**src/rtl/alu_pkg.sv**
```systemverilog
// Shared definitions for the alu scheduler slice.
//   DW        datapath width of the shared alu
//   OP_*      alu opcodes (OP_ILL is the reserved encoding)
//   state_e   scheduler FSM encoding
package alu_pkg;

  localparam int unsigned DW = 4;

  localparam logic [2:0] OP_ADD = 3'b000;
  localparam logic [2:0] OP_SUB = 3'b001;
  localparam logic [2:0] OP_AND = 3'b010;
  localparam logic [2:0] OP_OR  = 3'b011;
  localparam logic [2:0] OP_XOR = 3'b100;
  localparam logic [2:0] OP_SHL = 3'b101;
  localparam logic [2:0] OP_SHR = 3'b110;
  localparam logic [2:0] OP_ILL = 3'b111;

  typedef enum logic [1:0] {
    S_IDLE = 2'd0,
    S_EXEC = 2'd1,
    S_RESP = 2'd2
  } state_e;

endpackage

```
**src/rtl/alu.sv**
```systemverilog
// Combinational 4-bit alu shared by the scheduler.
//   a, b   operands
//   op     opcode (see alu_pkg)
//   y      result, wraps at DW bits
//   cout   ADD: carry out; SUB: borrow; SHL/SHR: bit shifted out; others 0
// Opcode 111 returns ~a with cout 0.
module alu
  import alu_pkg::*;
(
  input  logic [DW-1:0] a,
  input  logic [DW-1:0] b,
  input  logic [2:0]    op,
  output logic [DW-1:0] y,
  output logic          cout
);

  logic [DW:0] wide;

  always_comb begin
    wide = '0;
    y    = '0;
    cout = 1'b0;
    case (op)
      OP_ADD: begin
        wide = {1'b0, a} + {1'b0, b};
        y    = wide[DW-1:0];
        cout = wide[DW];
      end
      OP_SUB: begin
        wide = {1'b0, a} - {1'b0, b};
        y    = wide[DW-1:0];
        cout = wide[DW];
      end
      OP_AND: y = a & b;
      OP_OR:  y = a | b;
      OP_XOR: y = a ^ b;
      OP_SHL: begin
        y    = {a[DW-2:0], 1'b0};
        cout = a[DW-1];
      end
      OP_SHR: begin
        y    = {1'b0, a[DW-1:1]};
        cout = a[0];
      end
      default: y = ~a;
    endcase
  end

endmodule

```
**src/rtl/rr_arbiter.sv**
```systemverilog
// Combinational arbiter producing a one-hot grant.
//   valid    per-requester request
//   ptr      round-robin start index (ignored when RR = 0)
//   gnt      one-hot grant, zero when no valid
//   gnt_idx  binary index of the granted requester
// RR = 1: search starts at ptr and wraps; RR = 0: lowest valid index wins.
module rr_arbiter #(
  parameter int unsigned NREQ = 2,
  parameter bit          RR   = 1'b1
) (
  input  logic [NREQ-1:0] valid,
  input  logic [1:0]      ptr,
  output logic [NREQ-1:0] gnt,
  output logic [1:0]      gnt_idx
);

  localparam logic [NREQ-1:0] One = NREQ'(1);

  logic [1:0]        start;
  logic [2*NREQ-1:0] dbl;
  logic [NREQ-1:0]   rot;
  logic [2:0]        sum;
  logic              found;

  // Rotating a doubled copy puts the start index at bit 0, so a plain
  // lowest-index search gives the wrapped round-robin order.
  always_comb begin
    start   = RR ? ptr : 2'd0;
    dbl     = {valid, valid} >> start;
    rot     = dbl[NREQ-1:0];
    gnt     = '0;
    gnt_idx = '0;
    sum     = '0;
    found   = 1'b0;
    for (int i = 0; i < int'(NREQ); i++) begin
      if (!found && rot[i]) begin
        found = 1'b1;
        sum   = {1'b0, start} + 3'(i);
        if (sum >= 3'(NREQ)) begin
          sum = sum - 3'(NREQ);
        end
        gnt_idx = sum[1:0];
        gnt     = One << sum;
      end
    end
  end

endmodule

```
**src/rtl/alu_sched.sv**
```systemverilog
// Shares one alu between NREQ requesters over valid/ready handshakes.
//   clk, rst_n              clock, asynchronous active-low reset
//   req_valid/req_ready     per-requester handshake (ready is one-hot or zero)
//   req_a/req_b/req_op      packed per-requester operands and opcode
//   rsp_valid/rsp_ready     response handshake
//   rsp_id/result/carry/err response payload
// FSM IDLE -> EXEC -> RESP: accept at T gives rsp_valid at T+2.
// Optional feature macro ALU_ILLEGAL_OP_EN: opcode 111 returns result 0,
// carry 0 and rsp_err 1 instead of the alu output.
module alu_sched
  import alu_pkg::*;
#(
  parameter int unsigned NREQ = 2,
  parameter bit          RR   = 1'b1
) (
  input  logic              clk,
  input  logic              rst_n,
  input  logic [NREQ-1:0]   req_valid,
  output logic [NREQ-1:0]   req_ready,
  input  logic [NREQ*4-1:0] req_a,
  input  logic [NREQ*4-1:0] req_b,
  input  logic [NREQ*3-1:0] req_op,
  output logic              rsp_valid,
  input  logic              rsp_ready,
  output logic [1:0]        rsp_id,
  output logic [3:0]        rsp_result,
  output logic              rsp_carry,
  output logic              rsp_err
);

  state_e          state_q;
  logic [1:0]      ptr_q;
  logic [DW-1:0]   a_q, b_q;
  logic [2:0]      op_q;
  logic [1:0]      id_q;
  logic            rsp_valid_q, rsp_carry_q, rsp_err_q;
  logic [1:0]      rsp_id_q;
  logic [DW-1:0]   rsp_result_q;

  logic [NREQ-1:0] gnt;
  logic [1:0]      gnt_idx;
  logic [1:0]      ptr_d;
  logic            accept;
  logic [DW-1:0]   sel_a, sel_b;
  logic [2:0]      sel_op;
  logic [DW-1:0]   alu_y, res_d;
  logic            alu_c, carry_d, err_d;

  rr_arbiter #(
    .NREQ (NREQ),
    .RR   (RR)
  ) u_arb (
    .valid   (req_valid),
    .ptr     (ptr_q),
    .gnt     (gnt),
    .gnt_idx (gnt_idx)
  );

  // rst_n gating keeps ready low during reset even though state is IDLE.
  assign req_ready = (rst_n && (state_q == S_IDLE)) ? gnt : '0;
  assign accept    = |(req_valid & req_ready);
  assign ptr_d     = (gnt_idx == 2'(NREQ - 1)) ? 2'd0 : gnt_idx + 2'd1;

  always_comb begin
    sel_a  = '0;
    sel_b  = '0;
    sel_op = '0;
    for (int i = 0; i < int'(NREQ); i++) begin
      if (gnt[i]) begin
        sel_a  = req_a[i*4 +: 4];
        sel_b  = req_b[i*4 +: 4];
        sel_op = req_op[i*3 +: 3];
      end
    end
  end

  alu u_alu (
    .a    (a_q),
    .b    (b_q),
    .op   (op_q),
    .y    (alu_y),
    .cout (alu_c)
  );

`ifdef ALU_ILLEGAL_OP_EN
  always_comb begin
    err_d   = (op_q == OP_ILL);
    res_d   = err_d ? '0 : alu_y;
    carry_d = err_d ? 1'b0 : alu_c;
  end
`else
  always_comb begin
    err_d   = 1'b0;
    res_d   = alu_y;
    carry_d = alu_c;
  end
`endif

  always_ff @(posedge clk or negedge rst_n) begin
    if (!rst_n) begin
      state_q      <= S_IDLE;
      ptr_q        <= 2'd0;
      a_q          <= '0;
      b_q          <= '0;
      op_q         <= '0;
      id_q         <= '0;
      rsp_valid_q  <= 1'b0;
      rsp_id_q     <= '0;
      rsp_result_q <= '0;
      rsp_carry_q  <= 1'b0;
      rsp_err_q    <= 1'b0;
    end else begin
      case (state_q)
        S_IDLE: begin
          if (accept) begin
            a_q     <= sel_a;
            b_q     <= sel_b;
            op_q    <= sel_op;
            id_q    <= gnt_idx;
            ptr_q   <= ptr_d;
            state_q <= S_EXEC;
          end
        end
        S_EXEC: begin
          rsp_result_q <= res_d;
          rsp_carry_q  <= carry_d;
          rsp_err_q    <= err_d;
          rsp_id_q     <= id_q;
          rsp_valid_q  <= 1'b1;
          state_q      <= S_RESP;
        end
        S_RESP: begin
          if (rsp_ready) begin
            rsp_valid_q <= 1'b0;
            state_q     <= S_IDLE;
          end
        end
        default: state_q <= S_IDLE;
      endcase
    end
  end

  assign rsp_valid  = rsp_valid_q;
  assign rsp_id     = rsp_id_q;
  assign rsp_result = rsp_result_q;
  assign rsp_carry  = rsp_carry_q;
  assign rsp_err    = rsp_err_q;

endmodule
```
**config.mk**
```make
export PLATFORM = sky130hd
export DESIGN_NAME = alu_sched
export DESIGN_NICKNAME = d
export VERILOG_FILES = /design/src/rtl/alu_pkg.sv /design/src/rtl/alu.sv /design/src/rtl/rr_arbiter.sv /design/src/rtl/alu_sched.sv
export SDC_FILE = /design/constraint.sdc
export NUM_CORES = 1
export LEC_CHECK = 0
export CAP_MARGIN = 20
export CORE_MARGIN = 10
export CORE_UTILIZATION = 55
export DETAILED_ROUTE_END_ITERATION = 10
export GPL_TIMING_DRIVEN = 0
export PLACE_DENSITY = 0.86
export SLEW_MARGIN = 0
export SYNTH_ARGS = -nofsm -noshare
export SYNTH_HDL_FRONTEND = slang
export SYNTH_HIERARCHICAL = 1
export SYNTH_SLANG_ARGS = --single-unit
```
**constraint.sdc**
```tcl
create_clock -name clk -period 4 [get_ports clk]
set_input_delay 1 -clock clk [delete_from_list [all_inputs] [get_ports clk]]
set_output_delay 1 -clock clk [all_outputs]
set_load 0.02 [all_outputs]
```
==> results.toml, run 1 <==
[floorplan]
die_area_um2 = 6070
fp.dieW_um = 77.9
core_area_um2 = 3130
start_util_pct = 58.9
ioPinCount = 38
die_y_um = 77.9
fp-row-count = 20

[detailed_routing]
routed_via_density = 5.51
vias = 1470
dr.first_iter.drc_count = 149
antenna_left = 0
route.detailed.drc = 0
wirelength_mm = 4.27
wire_per_inst_um = 16.0
firstDrtPassIters = 4

[final_layout]
area_growth_syn_to_layout_pct = 24.8
nFillCells = 226
final_cells = 267
fin_nets = 265
diodes = 0
drive_above_1_share_pct = 20.6

[min_path]
min_path_cells = 1
hold_class = "reg -> reg"

[critical_path]
cpPeakStageDelay_ns = 0.60
cp.arrival_ns = 2.85
critical_path_class = "in -> out"
r2r_cells = 8
cp-start-kind = "primary input"
crit_required_ns = 3.00
crit_path_top_delay_cell = "clkdlybuf4s50_1"
cpMostUsedCell = "clkdlybuf4s50_1"
endpoint_kind = "primary output"
worstPathCellList = "clkdlybuf4s50_1 > a21boi_4 > clkbuf_2 > and2_1 > clkdlybuf4s50_1"
critPathMaxFanout = 10

[clocking]
path_clk_slew_ns = 0.12
cts-root-buf = "clkbuf_4"
htreeDepth = 1
cts_sinks = 25
postCtsSetupBuffers = 0
clkLatencyLatePin_ns = 0.32
cts_buffers = 3
cts_tree = "yes"
cts_buffer_depth = 2

[placement]
place_ws_ns = -0.467
hpwlAfterDp_mm = 3.49
port_buffers = 36
dp_cells = 263
place_congestion = 0.883

[grt]
grt.total_usage_pct = 14.7
antenna_found_initial = 0
grt_max_degree = 27
grt_pass1_vias = 1609
grt.overflow.total = 0
grt_first_pass_wirelength_mm = 7.55

[synth]
synth.distinct_cells = 46
synth.yosys.warnings = 6
synth_area_um2 = 1840
syn_avg_cell_area_um2 = 10.1
ys_seq_area_share_pct = 33.9
ys_ff_latch = 25
synthesis.nets = 224
syn_inst = 183

[timing]
slew_viol_final = 0
skew_ns = 0.0179
fmax_mhz = 260
post-route-min-period_ns = 3.85
worst_slack_ns = 0.154
rsz0062_at_grt = "false"
tightest_slew_ns = 0.625
finalSetupViolCount = 0
slew_headroom_pct = 58.4
hold_viol_final = 0
period_share_pct = 96.2

[status]
status = "complete, no violations"

[flow_run]
cap_viol_max_count = 0

[power_and_ir_drop]
ir_worst_vdd_uv = 378
p_per_area_nw_per_um2 = 773
leakagePower_nw = 1.03
-- registers in the layout, indices dropped and copies added (netlist names) --
| register | flops |
|---|---|
| state_q | 2 |
| rsp_carry | 1 |
| rsp_id | 2 |
| rsp_result | 4 |
| id_q | 2 |
| a_q | 4 |
| b_q | 4 |
| op_q | 3 |
| rsp_valid | 1 |
| ptr_q | 2 |
-- cell type report --
cell class | count | area, um2 | share of cell area, %
repair buffers | 36 | 362 | 15.7
clock inverters | 1 | 5.00 | 0.218
flip-flops and latches | 25 | 626 | 27.2
clock buffers | 3 | 22.5 | 0.979
well taps | 44 | 55.1 | 2.39
plain buffers | 13 | 96.3 | 4.19
multi-input cells | 129 | 1070 | 46.6
inverters | 16 | 62.6 | 2.72
-- final timing paths --
kind	start	endpoint	slack (ns)
setup / recovery	req_valid[1]	req_ready[1]	0.15
hold / removal	op_q[1]$_DFFE_PN0P_	op_q[1]$_DFFE_PN0P_	0.52
max in group asynchronous	rst_n	b_q[3]$_DFFE_PN0P_	2.81
setup reg to reg	a_q[1]$_DFFE_PN0P_	rsp_result[3]$_DFFE_PN0P_	1.68
hold reg to reg	op_q[1]$_DFFE_PN0P_	op_q[1]$_DFFE_PN0P_	0.52
min in group asynchronous	rst_n	ptr_q[1]$_DFFE_PN0P_	0.76
-- cell usage after synthesis, drive strengths merged --
master | count | area share, %
a21oi | 8 | 2.4
o31ai | 1 | 0.41
a21boi | 2 | 0.81
ha | 12 | 8.1
and3 | 1 | 0.34
mux2 | 21 | 14
mux2i | 4 | 2.2
and2 | 3 | 1.0
a221o | 1 | 0.54
fa | 2 | 2.2
nor2 | 9 | 1.8
nor3b | 1 | 0.68
a22o | 10 | 4.8
and2b | 1 | 0.41
nor2b | 4 | 1.5
o21a | 1 | 0.41
xnor2 | 1 | 0.48
conb | 2 | 0.41
clkbuf | 2 | 0.41
o21bai | 3 | 1.2
a21o | 1 | 0.41
a22oi | 1 | 0.68
nand3 | 3 | 0.81
a32o | 1 | 0.54
a221oi | 2 | 1.3
buf | 11 | 4.8
xor2 | 1 | 0.48
nand2b | 1 | 0.34
dfrtp | 25 | 34
o2111ai | 1 | 0.48
a32oi | 1 | 0.48
o211ai | 3 | 1.2
inv | 16 | 3.4
nand2 | 11 | 2.2
o21ai | 15 | 4.1
a31oi | 1 | 0.34
-- power by group --
| group | total (mW) | internal (mW) | switching (mW) |
|---|---|---|---|
| Combinational | 1.17 | 0.573 | 0.596 |
| Clock | 0.111 | 0.0373 | 0.0734 |
| Sequential | 0.499 | 0.371 | 0.128 |
| Total | 1.78 | 0.981 | 0.798 |
-- stage by stage --
stage                     TNS [ns]  hold slack (ns)  util (%)  total power, mW  area (um2)
after global placement      -0.742            0.489      72.2             1.61        2260
after detailed placement    -0.918            0.496      72.2             1.66        2260
after CTS                        0            0.525      73.3             1.77        2290
after global routing             0            0.552      73.5             1.95        2300
after floorplan                  0            0.474         -             1.33        1840
final                            0            0.522      73.5             1.78        2300
-- layout by cell type, fill, tap and decap left out, drive strengths merged, types with 2 or more instances in the layout --
cell,n
clkdlybuf4s50,35
dfrtp,25
mux2,21
inv,16
o21ai,15
ha,12
nand2,11
buf,11
a22o,10
nor2,9
a21oi,8
clkbuf,5
mux2i,4
nor2b,4
and2,3
o211ai,3
nand3,3
o21bai,3
conb,2
fa,2
a221oi,2
a21boi,2
-- kinds of logic (layout without fill, tap and decap cells) --
logic type	after synthesis	in the layout	share of synthesized area (%)
AOI/OAI and AO/OA	52	52	20.0
xor gates and xnor gates	2	2	0.951
adders and majority gates	14	14	10.3
buffers and inverters	29	69	8.55
DFF	25	25	33.9
muxes	25	25	16.6
other	2	2	0.407
and+or+nand+nor	34	34	9.17
-- critical path: cells and delay by family --
kind                   cells  cell delay [ns]
buffers and inverters      3             1.39
AND/OR/NAND/NOR            1             0.15
AO/OA/AOI/OAI              1             0.30
-- what timing repair did --
action	in CTS	in global routing
gates resized for setup	5	1
hold buffers	0	0
setup endpoints to repair	2	1
cloned	0	0
-- routing by layer --
layer	routed length (um)	track usage (%)	up-vias
met5	0	0	-
met3	218	3.80	6
met1	1850	18.0	691
met2	2150	25.1	51
met4	48	2.92	0
li1	-	-	722
Power figures use the tool's default switching activity.
==> run 2, diff against run 1 <==
--- a/config.mk
+++ b/config.mk
@@ -6,6 +6,7 @@
 export NUM_CORES = 1
 export LEC_CHECK = 0
 export CAP_MARGIN = 20
+export CORE_ASPECT_RATIO = 1.75
 export CORE_MARGIN = 10
 export CORE_UTILIZATION = 55
 export DETAILED_ROUTE_END_ITERATION = 10
==> results.toml, run 2 (synthesis results as in run 1) <==
[status]
status = "complete, no violations"

[critical_path]
cp-start-kind = "primary input"
critical_path_class = "in -> out"
endpoint_kind = "primary output"
critPathMaxFanout = 10
crit_required_ns = 3.00
cp.arrival_ns = 2.84
ff2ff_setup_slack_ns = 1.58

[timing]
period_share_pct = 95.9
slew_viol_final = 0
tightest_slew_ns = 0.616
hold_viol_final = 0
slew_headroom_pct = 59.0
post-route-min-period_ns = 3.84
worst_slack_ns = 0.164
skew_ns = 0.00931
rsz0062_at_grt = "false"
fmax_mhz = 261
finalSetupViolCount = 0
tns_ns = 0

[power_and_ir_drop]
p_per_area_nw_per_um2 = 794
power_mw = 1.84
leakagePower_nw = 1.04
ir_worst_vdd_uv = 495

[detailed_routing]
wl_met1_mm = 1.54
routed_via_density = 5.67
firstDrtPassIters = 4
top_layer = "met4"
wl_met3_um = 150
wire_per_inst_um = 16.9
met2WireLength_mm = 2.59
vias = 1508
dr.first_iter.drc_count = 78
wirelength_mm = 4.49
route.detailed.drc = 0
antenna_left = 0

[clocking]
postCtsHoldBufs = 0
postCtsSetupBuffers = 0
cts_sinks = 25
cts_buffer_depth = 2
cts_tree = "yes"
cts_buffers = 3
path_clk_slew_ns = 0.09
clkLatencyLatePin_ns = 0.27
cts-root-buf = "clkbuf_8"
htreeDepth = 1

[grt]
grt_first_pass_wirelength_mm = 7.27
grt.overflow.total = 0
grt_pass1_vias = 1644
grt_max_degree = 27
grt.total_usage_pct = 14.6
antenna_found_initial = 0

[final_layout]
fin_nets = 265
fin_util_pct = 73.0
area_growth_syn_to_layout_pct = 25.9
drive_above_1_share_pct = 20.6
diodes = 0
final_cells = 266
most-common-layout-cells = "clkdlybuf4s50_1, dfrtp_1, inv_1"
layout_commonest_cell = "clkdlybuf4s50_1"

[flow_run]
cap_viol_max_count = 0

[min_path]
hold_class = "reg -> reg"

[floorplan]
start_util_pct = 58.0
die_area_um2 = 6160
ioPinCount = 38
die_y_um = 96.6
fp.dieW_um = 63.8
core_area_um2 = 3180
fp-row-count = 27

[placement]
hpwlAfterDp_mm = 3.84
place_congestion = 0.961
place_ws_ns = -0.464
port_buffers = 36
dp_cells = 262
run 2: changes by cell type in the layout (fill, tap and decap cells not counted):
cell | previous run | this run
clkbuf_4 | 3 | 0
clkbuf_8 | 0 | 3
clkinv_2 | 1 | 0
clkinvlp_4 | 0 | 1
run 2: critical path, cell delays in order:
cell             delay (ns)
clkdlybuf4s50_1        0.53
a21boi_4               0.29
clkbuf_2               0.25
and2_1                 0.16
clkdlybuf4s50_1        0.60
run 2: stage by stage:
stage | hold WS (ns) | instance area (um2)
finish | 0.512 | 2320
global route | 0.534 | 2320
CTS | 0.516 | 2310
detailed placement | 0.496 | 2260
global placement | 0.487 | 2260
floorplan | 0.474 | 1840
run 2: power by group:
group	leakage [nW]	internal, mW	total [mW]	switching (mW)
Sequential	0.313	0.372	0.488	0.116
Clock	0.0217	0.0706	0.152	0.0811
Combinational	0.702	0.576	1.20	0.626
run 2: final cells by class:
| class | count | area [um2] |
|---|---|---|
| Clock buffer | 3 | 41.3 |
| Sequential cell | 25 | 626 |
| Tap cell | 43 | 53.8 |
| Timing Repair Buffer | 36 | 362 |
| Fill cell | 253 | 856 |
| Multi-Input combinational cell | 129 | 1070 |
| Buffer | 13 | 96.3 |
| Clock inverter | 1 | 7.51 |
| Inverter | 16 | 62.6 |
run 2: timing repair:
action                                  in CTS  in global routing
pin swaps                                    0                  0
endpoints found under the setup margin       2                  1
gates resized for setup                      5                  1
run 2: worst paths after layout:
path,from,endpoint,cells past startpoint
max reg2reg,a_q[1]$_DFFE_PN0P_,rsp_result[3]$_DFFE_PN0P_,8
min,rsp_id[0]$_DFFE_PN0P_,rsp_id[0]$_DFFE_PN0P_,1
min reg2reg,rsp_id[0]$_DFFE_PN0P_,rsp_id[0]$_DFFE_PN0P_,1
max in group asynchronous,rst_n,op_q[0]$_DFFE_PN0P_,1
min in group asynchronous,rst_n,rsp_id[0]$_DFFE_PN0P_,1
max,req_valid[1],req_ready[1],5
run 2: routing by layer:
metal	track usage, %	up-vias
li1	-	717
met1	13.3	717
met2	29.6	54
met3	1.84	20
met4	8.61	0
met5	0	-
==> run 3, diff against run 2 <==
--- a/config.mk
+++ b/config.mk
@@ -12,7 +12,6 @@
 export DETAILED_ROUTE_END_ITERATION = 10
 export GPL_TIMING_DRIVEN = 0
 export PLACE_DENSITY = 0.86
-export SLEW_MARGIN = 0
 export SYNTH_ARGS = -nofsm -noshare
 export SYNTH_HDL_FRONTEND = slang
 export SYNTH_HIERARCHICAL = 1
==> results of run 3 <==
The final DEF is identical to that of run 2; final timing and power are the same.
